<file path="config.mk">
export PLATFORM = sky130hd
export DESIGN_NAME = relu_maxpool_flat
export DESIGN_NICKNAME = d
export VERILOG_FILES = /design/src/rtl/relu_maxpool_if.sv /design/src/rtl/relu_maxpool.sv /design/src/flat_wrapper.sv
export SDC_FILE = /design/constraint.sdc
export NUM_CORES = 2
export LEC_CHECK = 0
export CAP_MARGIN = 20
export CORE_AREA = 2 2 745 747
export DETAILED_ROUTE_END_ITERATION = 10
export DIE_AREA = 0 0 747 749
export PLACE_DENSITY = 0.35
export SKIP_LAST_GASP = 1
export SYNTH_ARGS = -nofsm -noshare
export SYNTH_HDL_FRONTEND = slang
export SYNTH_SLANG_ARGS = --single-unit
</file>
<file path="constraint.sdc">
create_clock -name clk -period 8.24 [get_ports clk]
set_input_delay 1.648 -clock clk [delete_from_list [all_inputs] [get_ports clk]]
set_output_delay 1.648 -clock clk [all_outputs]
set_load 0.02 [all_outputs]
</file>
<file path="src/rtl/relu_maxpool_if.sv">
// Bundle between relu_maxpool and its neighbours: start request, trimmed input
// array, pooled array and the per-window output stream.
interface relu_maxpool_if #(
  parameter int SIZE = 7,
  parameter int DW   = 32
);
  localparam int P  = SIZE / 2;
  localparam int RW = $clog2(P) + 1;

  logic                 en;
  logic signed [DW-1:0] TrimArray [SIZE][SIZE];
  logic signed [DW-1:0] PoolArray [P][P];
  logic signed [DW-1:0] out_data;
  logic [RW-1:0]        out_row;
  logic [RW-1:0]        out_col;
  logic                 out_valid;
  logic                 busy;
  logic                 done;

  modport master (
    output en, TrimArray,
    input  PoolArray, out_data, out_row, out_col, out_valid, busy, done
  );

  modport slave (
    input  en, TrimArray,
    output PoolArray, out_data, out_row, out_col, out_valid, busy, done
  );
endinterface

</file>
<file path="src/rtl/relu_maxpool.sv">
// ReLU + 2x2/stride-2 max pooling over a captured SIZE x SIZE frame, one
// element per clock, with a registered pooled array and a per-window stream.
module relu_maxpool #(
  parameter int SIZE = 7,
  parameter int DW   = 32
) (
  input  logic           clk,
  input  logic           reset,
  relu_maxpool_if.slave  io
);
  localparam int P  = SIZE / 2;
  localparam int RW = $clog2(P) + 1;

  localparam logic [1:0] IDLE = 2'd0;
  localparam logic [1:0] POOL = 2'd1;
  localparam logic [1:0] DONE = 2'd2;

  logic [1:0]           state;
  logic [RW-1:0]        win_row;
  logic [RW-1:0]        win_col;
  logic [1:0]           elem_idx;
  logic signed [DW-1:0] run_max;
  logic signed [DW-1:0] frame_buf [SIZE][SIZE];

  logic signed [DW-1:0] elem;
  logic signed [DW-1:0] max_cur;
  logic signed [DW-1:0] max_next;

  // Ties keep the current value, so a zero floor makes ReLU implicit.
  function automatic logic signed [DW-1:0] sat_max(
    input logic signed [DW-1:0] cur,
    input logic signed [DW-1:0] cand
  );
    return (cand > cur) ? cand : cur;
  endfunction

  // Element order inside a window: top-left, top-right, bottom-left, bottom-right.
  always_comb begin
    elem = '0;
    for (int i = 0; i < SIZE; i++) begin
      for (int j = 0; j < SIZE; j++) begin
        if (i == 2 * int'(win_row) + int'(elem_idx[1]) &&
            j == 2 * int'(win_col) + int'(elem_idx[0]))
          elem = frame_buf[i][j];
      end
    end
    max_cur  = (elem_idx == 2'd0) ? '0 : run_max;
    max_next = sat_max(max_cur, elem);
  end

  always_ff @(posedge clk or negedge reset) begin
    if (!reset) begin
      state        <= IDLE;
      win_row      <= '0;
      win_col      <= '0;
      elem_idx     <= '0;
      run_max      <= '0;
      io.out_data  <= '0;
      io.out_row   <= '0;
      io.out_col   <= '0;
      io.out_valid <= 1'b0;
      io.busy      <= 1'b0;
      io.done      <= 1'b0;
      for (int i = 0; i < SIZE; i++)
        for (int j = 0; j < SIZE; j++)
          frame_buf[i][j] <= '0;
      for (int i = 0; i < P; i++)
        for (int j = 0; j < P; j++)
          io.PoolArray[i][j] <= '0;
    end else begin
      io.out_valid <= 1'b0;
      io.done      <= 1'b0;
      case (state)
        IDLE: begin
          io.busy <= io.en;
          if (io.en) begin
            frame_buf <= io.TrimArray;
            win_row   <= '0;
            win_col   <= '0;
            elem_idx  <= '0;
            state     <= POOL;
            for (int i = 0; i < P; i++)
              for (int j = 0; j < P; j++)
                io.PoolArray[i][j] <= '0;
          end
        end
        POOL: begin
          elem_idx <= elem_idx + 2'd1;
          run_max  <= max_next;
          if (elem_idx == 2'd3) begin
            for (int i = 0; i < P; i++)
              for (int j = 0; j < P; j++)
                if (i == int'(win_row) && j == int'(win_col))
                  io.PoolArray[i][j] <= max_next;
            io.out_data  <= max_next;
            io.out_row   <= win_row;
            io.out_col   <= win_col;
            io.out_valid <= 1'b1;
            if (win_col == RW'(P - 1)) begin
              win_col <= '0;
              if (win_row == RW'(P - 1))
                state <= DONE;
              else
                win_row <= win_row + 1'b1;
            end else begin
              win_col <= win_col + 1'b1;
            end
          end
        end
        // busy stays high through the done cycle and drops at the next IDLE edge.
        DONE: begin
          io.done <= 1'b1;
          state   <= IDLE;
        end
        default: state <= IDLE;
      endcase
    end
  end
endmodule

</file>
<file path="src/flat_wrapper.sv">
// flat-port wrapper written by rule: the top's interface ports become plain ports
module relu_maxpool_flat 
#(
  parameter int SIZE = 7,
  parameter int DW   = 32
)
  (clk, reset, io_en, io_TrimArray, io_PoolArray, io_out_data, io_out_row, io_out_col, io_out_valid, io_busy, io_done);
  relu_maxpool_if #(.SIZE(SIZE), .DW(DW)) io_i ();
  input  logic clk;
  input  logic reset;
  input wire logic [$bits(io_i.en)-1:0] io_en;
  input wire logic [$bits(io_i.TrimArray)-1:0] io_TrimArray;
  output wire logic [$bits(io_i.PoolArray)-1:0] io_PoolArray;
  output wire logic [$bits(io_i.out_data)-1:0] io_out_data;
  output wire logic [$bits(io_i.out_row)-1:0] io_out_row;
  output wire logic [$bits(io_i.out_col)-1:0] io_out_col;
  output wire logic [$bits(io_i.out_valid)-1:0] io_out_valid;
  output wire logic [$bits(io_i.busy)-1:0] io_busy;
  output wire logic [$bits(io_i.done)-1:0] io_done;
  assign io_i.en = io_en;
  assign io_i.TrimArray = {>>{io_TrimArray}};
  assign io_PoolArray = {>>{io_i.PoolArray}};
  assign io_out_data = io_i.out_data;
  assign io_out_row = io_i.out_row;
  assign io_out_col = io_i.out_col;
  assign io_out_valid = io_i.out_valid;
  assign io_busy = io_i.busy;
  assign io_done = io_i.done;
  relu_maxpool #(.SIZE(SIZE), .DW(DW)) u_core (.clk(clk), .reset(reset), .io(io_i));
endmodule
</file>
=== Yosys cells after proc, flatten, opt, wreduce, memory -nomap -nowiden ===
Cells that the tools add are included.

* Logic and storage cells: 271
* Output and inout bits: 329
* Bits in registers: 1939

* Muxes and demuxes: 81
* Magnitude comparators: 1
* Reductions and logical operators: 80
* Add/subtract/negate cells: 5
* Equality and inequality tests: 35

{| class="wikitable"
|+ Operators by type and width
! cell !! number
|-
| $mux 32 || 60
|-
| $mux 288 || 2
|-
| $pmux 288 s2 || 1
|-
| $eq 4x32->1 const A || 5
|-
| $eq 3x32->1 const A || 3
|-
| $eq 2x32->1 const A || 2
|-
| $logic_not 32->1 || 2
|-
| $logic_and 1x1->1 || 58
|-
| $reduce_and 4->1 || 10
|-
| $gt 32x32->1 || 1
|-
| $ne 2x1->1 const B || 12
|-
| $mux 3 || 6
|-
| $pmux 3 s2 || 2
|-
| $add 4x1->5 || 2
|-
| $mux 2 || 5
|-
| $pmux 2 s2 || 2
|-
| $add 3x1->3 const B || 2
|-
| $eq 2x3->1 const A || 2
|-
| $eq 3x2->1 const B || 2
|-
| $eq 3x3->1 const A || 2
|-
| $logic_not 3->1 || 2
|-
| $reduce_and 2->1 || 3
|-
| $eq 2x5->1 const A || 1
|-
| $eq 3x5->1 const A || 1
|-
| 9 further kinds || 14
|}

=== Logic depth before layout (Yosys ltp) ===
* Depth after elaboration: 57
* Depth in mapped cells: 27

=== Least setup slack after synthesis ===
OpenSTA, ideal clock, no wires.

* Path kind: reg-to-reg
* Start: register u_core.win_col[0]
* End: register, netlist name u_core.io.PoolArray[123]
* Period minus slack after synthesis: 5.231 ns
* Stages on the path, launching flop included: 24
* Path buffers: 8
* Required time: 8.145 ns
* Slack: 3.009 ns
* Data arrival time: 5.135 ns
* Path through: dfrtp_1 -> buf_2 -> buf_4 -> buf_2 -> buf_4 -> buf_2 -> buf_2 -> nor3b_1 -> o21ai_0 -> a32o_1 -> a211oi_1 -> nand4b_1 -> a21boi_0 -> inv_1 -> ha_1 -> nand4_1 -> or3_1 -> nor3_1 -> o31ai_1 -> a211oi_2 -> buf_4 -> buf_2 -> mux2_2 -> o31ai_1

* Longest elaborated chain between the ends: 57
* Elaborated cells on any way between the ends: 115
* Classes of those cells: add/sub (1); order compare (1); eq/ne (8); mux (53); reduce/logical (52)

{| class="wikitable"
|+ RTL lines
! what !! RTL line !! text
|-
| start: declaration || relu_maxpool.sv:20 || <nowiki>logic [RW-1:0] win_col;</nowiki>
|-
| start signal: assignment || relu_maxpool.sv:106 || <nowiki>win_col <= win_col + 1'b1;</nowiki>
|-
| $add 4x1->5 || relu_maxpool.sv:43 || <nowiki>j == 2 * int'(win_col) + int'(elem_idx[0]))</nowiki>
|-
| $logic_not 32->1 || relu_maxpool.sv:43 ||
|-
| $logic_and 1x1->1 || relu_maxpool.sv:42 || <nowiki>if (i == 2 * int'(win_row) + int'(elem_idx[1]) &&</nowiki>
|-
| $mux 32 (49 in series) || relu_maxpool.sv:42 ||
|-
| $gt 32x32->1 || relu_maxpool.sv:34 || <nowiki>return (cand > cur) ? cand : cur;</nowiki>
|-
| $mux 32 || relu_maxpool.sv:34 ||
|-
| $mux 32 || relu_maxpool.sv:93 || <nowiki>if (i == int'(win_row) && j == int'(win_col))</nowiki>
|-
| $mux 288 || relu_maxpool.sv:90 || <nowiki>if (elem_idx == 2'd3) begin</nowiki>
|-
| $pmux 288 s2 || relu_maxpool.sv:73 || <nowiki>case (state)</nowiki>
|}

Several ways; a longest one is shown, not always the timed one. The select of a mux whose other input is x is not followed.
A chain may end at the register's enable or synchronous reset.

=== Final worst setup path ===
* Start: register u_core.win_col[0]
* End: register, netlist name u_core.io.PoolArray[231]

* Longest elaborated chain between the ends: 57
* Elaborated cells on any way between the ends: 115
* Classes of those cells: add/sub (1); order compare (1); eq/ne (8); mux (53); reduce/logical (52)

{| class="wikitable"
|+ RTL lines
! what !! RTL line
|-
| $add 4x1->5 || relu_maxpool.sv:43
|-
| $logic_not 32->1 || relu_maxpool.sv:43
|-
| $logic_and 1x1->1 || relu_maxpool.sv:42
|-
| $mux 32 (49 in series) || relu_maxpool.sv:42
|-
| $gt 32x32->1 || relu_maxpool.sv:34
|-
| $mux 32 || relu_maxpool.sv:34
|-
| $mux 32 || relu_maxpool.sv:93
|-
| $mux 288 || relu_maxpool.sv:90
|-
| $pmux 288 s2 || relu_maxpool.sv:73
|}

Several ways; a longest one is shown, not always the timed one. The select of a mux whose other input is x is not followed.

==> reports/results.md <==
| Result | Reported | Unit |
|:---|:---|:---|
| CORE AREA | 0.551 | mm² |
| Mapped Avg Cell Area | 8.47 | µm² |
| Row count | 273 | - |
| Endpoints failing setup | 1 | - |
| Post-layout instance area | 0.131 | mm² |
| Y dimension of the die | 749 | µm |
| DRC violations left | 0 | - |
| Share of synthesized area occupied by flip-flops and latches | 53.3 | % |
| Clock tree from TritonCTS | done | - |
| Number of flops mapped to enable cells by yosys | 0 | - |
| Final-layout fill cell count | 60,986 | - |
| Area of placed instances | 0.121 | mm² |
| Worst Path Class, Setup | reg2reg | - |
| Initial antenna violation count | 463 | - |
| Die boundary width | 747 | µm |
| Clock Pin Slew Worst Setup and Hold Paths | 0.06 | ns |
| Worst clock skew on the final layout | 0.131 | ns |
| Predominant post-synthesis flop cell | dfrtp_1 | - |
| CP cell instances | buf_12, nor4_4, buf_4, buf_4, nand2_1, a221o_1, o211a_1, o2111ai_4, o211a_1, nand2b_1, ha_1, nand3_1, or4_1, a211oi_1, o31ai_1, a211oi_4, buf_4, mux2i_1, o41ai_4, buf_4, mux2_2 | - |
| Max incr delay on CP | 0.67 | ns |
| WP buf/inv | 5 | - |
| Type of destination of the critical path | flip-flop | - |
| Number of nets with antenna violations after routing | 0 | - |
| Pin count of the biggest net entering global routing | 208 | - |
| GR Overflow Total | 0 | - |
| Count leader, synth | nand2_1 | - |
| Data arrival time of the critical path | 9.04 | ns |
| Setup TNS | -0.000233 | ns |
| DPL Wire Length | 669,000 | µm |
| Static leakage power | 59.3 | nW |
| Min Tclk post-route | 8.24 | ns |
| Overall die area | 0.560 | mm² |
| Maximum ir drop on the vdd rail | 0.000372 | V |
| Number of nets in the finished design | 14,217 | - |
| Slew at the pin with the worst max-slew slack | 1.39 | ns |
| Fraction of registers with async set/reset | 100 | % |
| Power density over the cells | 356 | mW/mm² |
| Share of final-layout standard cells stronger than drive strength 1 | 9.68 | % |
| First-pass iteration count of the detailed router | 9 | - |
| Global-route wire length before repair | 1,050,000 | µm |
| Worst-Skew Late Latency | 1.04 | ns |
| Internal power consumption | 0.0247 | W |
| Max Root-Sink Buffers | 4 | - |
| Number of buffers added by the clock tree synthesis step | 275 | - |
| Crit path top cell by count | buf_4 | - |
| Pre-CTS setup slack | -0.374 | ns |
| Worst Hold Class | reg2reg | - |
| Routed len/inst | 41.3 | µm |
| Slowest cell on the critical path | dfrtp_4 | - |
| Share of power burned in the clock network | 27.0 | % |
| Post-synthesis cell type count | 105 | - |
| Post-route insts no fill | 20,245 | - |
| Area fraction of the dominant cell type after synthesis | 53.3 | % |
| Total vias in the final route | 95,258 | - |
| Net switching fraction of the power | 46.9 | % |
| Net Switching | 0.0218 | W |
| Layout overhead on the synthesized area | 43.7 | % |
| Maximum Capacitance Violations | 0 | - |
| Post-route fraction of the period consumed by the critical path | 100 | % |
| Setup repair after global routing missed its margin | false | - |
| Fraction of power consumed by sequential logic | 28.9 | % |
| Final standard cell utilization of the core | 23.7 | % |
| Crit path max-delay family | compound AO/OA/AOI/OAI gates | - |
| Post-synthesis cell type with the largest combined area | dfrtp_1 | - |
| Required time at the endpoint of the critical path | 9.04 | ns |
| Launching element type of the critical path | flip-flop | - |
| Count of hold buffers inserted by post-cts repair | 0 | - |
| FF+latch count, synth | 1,939 | - |
| Largest driver fanout on the critical path | 20 | - |
| Run status | finished with violations | - |
| Endpoints failing hold | 0 | - |
| Initial core utilization | 16.5 | % |
| Comb pwr share | 44.1 | % |
| Total of buffers placed on input and output ports | 1,899 | - |
| GPL Wtd Cong | 0.970 | - |
| Clock sink total | 1,939 | - |
| Warnings from Yosys | 0 | - |
| Count of boundary I/O pins | 1,900 | - |
| Final Max Slew Viols | 0 | - |
| Commonest cells in the netlist | nand2_1 (5,106), dfrtp_1 (1,939), clkbuf_1 (490), o21ai_0 (454), nor2_1 (279) | - |
| GRT Overall Usage | 28.8 | % |
| Peak Freq | 0.121 | GHz |
| Crit path setup slack, layout | -0.000233 | ns |
| Cells after DPL | 19,611 | - |
| Remaining max-slew budget at the tightest pin | 7.01 | % |
| Aggregate routed wire length | 837,000 | µm |
| Via count of the first global-routing pass | 94,132 | - |
| Violated checks | negative setup slack | - |
| Top post-synthesis cells by area | dfrtp_1 (53%), nand2_1 (21%), o21ai_0 (2.5%) | - |
| Post-synth net total | 12,354 | - |
| Mapped Area | 0.0910 | mm² |
| Post-synthesis instance total | 10,745 | - |
| Cell at the root of the clock tree | clkbuf_16 | - |
| H-tree depth reported by CTS | 5 | - |
| Number of DRC markers after the initial detailed-route iteration | 10,194 | - |
| Per-cell via count in the routed design | 4.71 | - |
timing repair:
item,4_1_cts,5_1_grt
pin swaps,1,0
endpoints found under the setup margin,289,123
gates resized for setup,6,7
setup buffers,3,2
state kept, by name, summed over array words and instances, names as in the netlist:
signal,count
u_core.elem_idx,2
u_core.frame_buf,1568
u_core.io.PoolArray,288
u_core.io.busy,1
u_core.io.done,1
u_core.io.out_col,3
u_core.io.out_data,32
u_core.io.out_row,3
u_core.io.out_valid,1
u_core.run_max,32
u_core.state,2
u_core.win_col,3
u_core.win_row,3
per-stage QoR:
step	hold slack [ns]	power [W]
after detailed placement	0.455	0.0338
after global placement	0.454	0.0338
after CTS	0.470	0.0466
after global routing	0.485	0.0479
final	0.467	0.0466
after floorplan	0.437	0.0207
routing by layer:
metal  share of wire [%]  GRT usage (%)
met1                  39           34.4
met4                 6.5           16.0
met3                 7.1           6.92
met5                0.17              0
met2                  47           47.5
cell families (layout without fill, tap and decap cells):
kind of cell    count (synthesis)  count (layout)  synth area share (%)
xor+xnor                        3               3                0.0289
mux                           244             244                  2.92
simple gates                 5877            5877                  25.7
fa+ha+maj                      38              38                 0.522
buf+inv                       834            2908                  4.00
other cells                     0             139                     0
compound gates               1810            1810                  13.5
flops                        1939            1939                  53.3
final cells by class:
type                    instances  area, µm²  area share, %
flip-flops and latches       1939      48500           37.1
multi-input cells            7972      39900           30.5
repair buffers               2364      23400           17.9
well taps                    7287       9120           6.97
clock buffers                 408       8130           6.22
clock inverters                80       1040          0.795
diodes                        139        348          0.266
inverters                      56        225          0.172
power by group through the flow:
| stage | sequential [W] | clock (W) | combinational [W] |
|---|---|---|---|
| floorplan | 0.0129 | 0 | 0.00783 |
| global placement | 0.0136 | 0 | 0.0201 |
| detailed placement | 0.0136 | 0 | 0.0202 |
| CTS | 0.0134 | 0.0128 | 0.0203 |
| global route | 0.0136 | 0.0132 | 0.0212 |
| finish | 0.0135 | 0.0126 | 0.0205 |
final timing paths:
| path | from | cells after the start | end | slack [ns] |
|---|---|---|---|---|
| max in group asynchronous | reset | 3 | u_core.frame_buf[962] | 5.49 |
| min in group asynchronous | reset | 1 | u_core.io.PoolArray[59] | 0.62 |
| min reg2reg | u_core.frame_buf[1101] | 2 | u_core.frame_buf[1101] | 0.47 |
| max reg2reg | u_core.win_col[0] | 21 | u_core.io.PoolArray[231] | -0.0002 |
| max | u_core.win_col[0] | 21 | u_core.io.PoolArray[231] | -0.0002 |
| min | u_core.frame_buf[1101] | 2 | u_core.frame_buf[1101] | 0.47 |
cell usage in the layout (no fill, tap or decap), types with 72 or more instances in the layout:
cell type / instances
clkbuf_16: 276
o21ai_0: 434
dfrtp_1: 1931
clkdlybuf4s50_1: 1898
nor3_1: 72
nand2_1: 5101
buf_4: 383
buf_12: 73
a21oi_1: 262
nand3_1: 104
nor2_1: 268
mux2_2: 104
a22o_1: 103
o22ai_1: 165
diode_2: 139
a22oi_1: 109
clkbuf_8: 73
mux2i_1: 133
o31ai_1: 82
worst min-delay path, stage by stage, from the launching register on:
cell	delay (ns)
dfrtp_1	0.33
nand2_1	0.05
nand2_1	0.05
No activity file was read; power rests on OpenSTA's default activity.
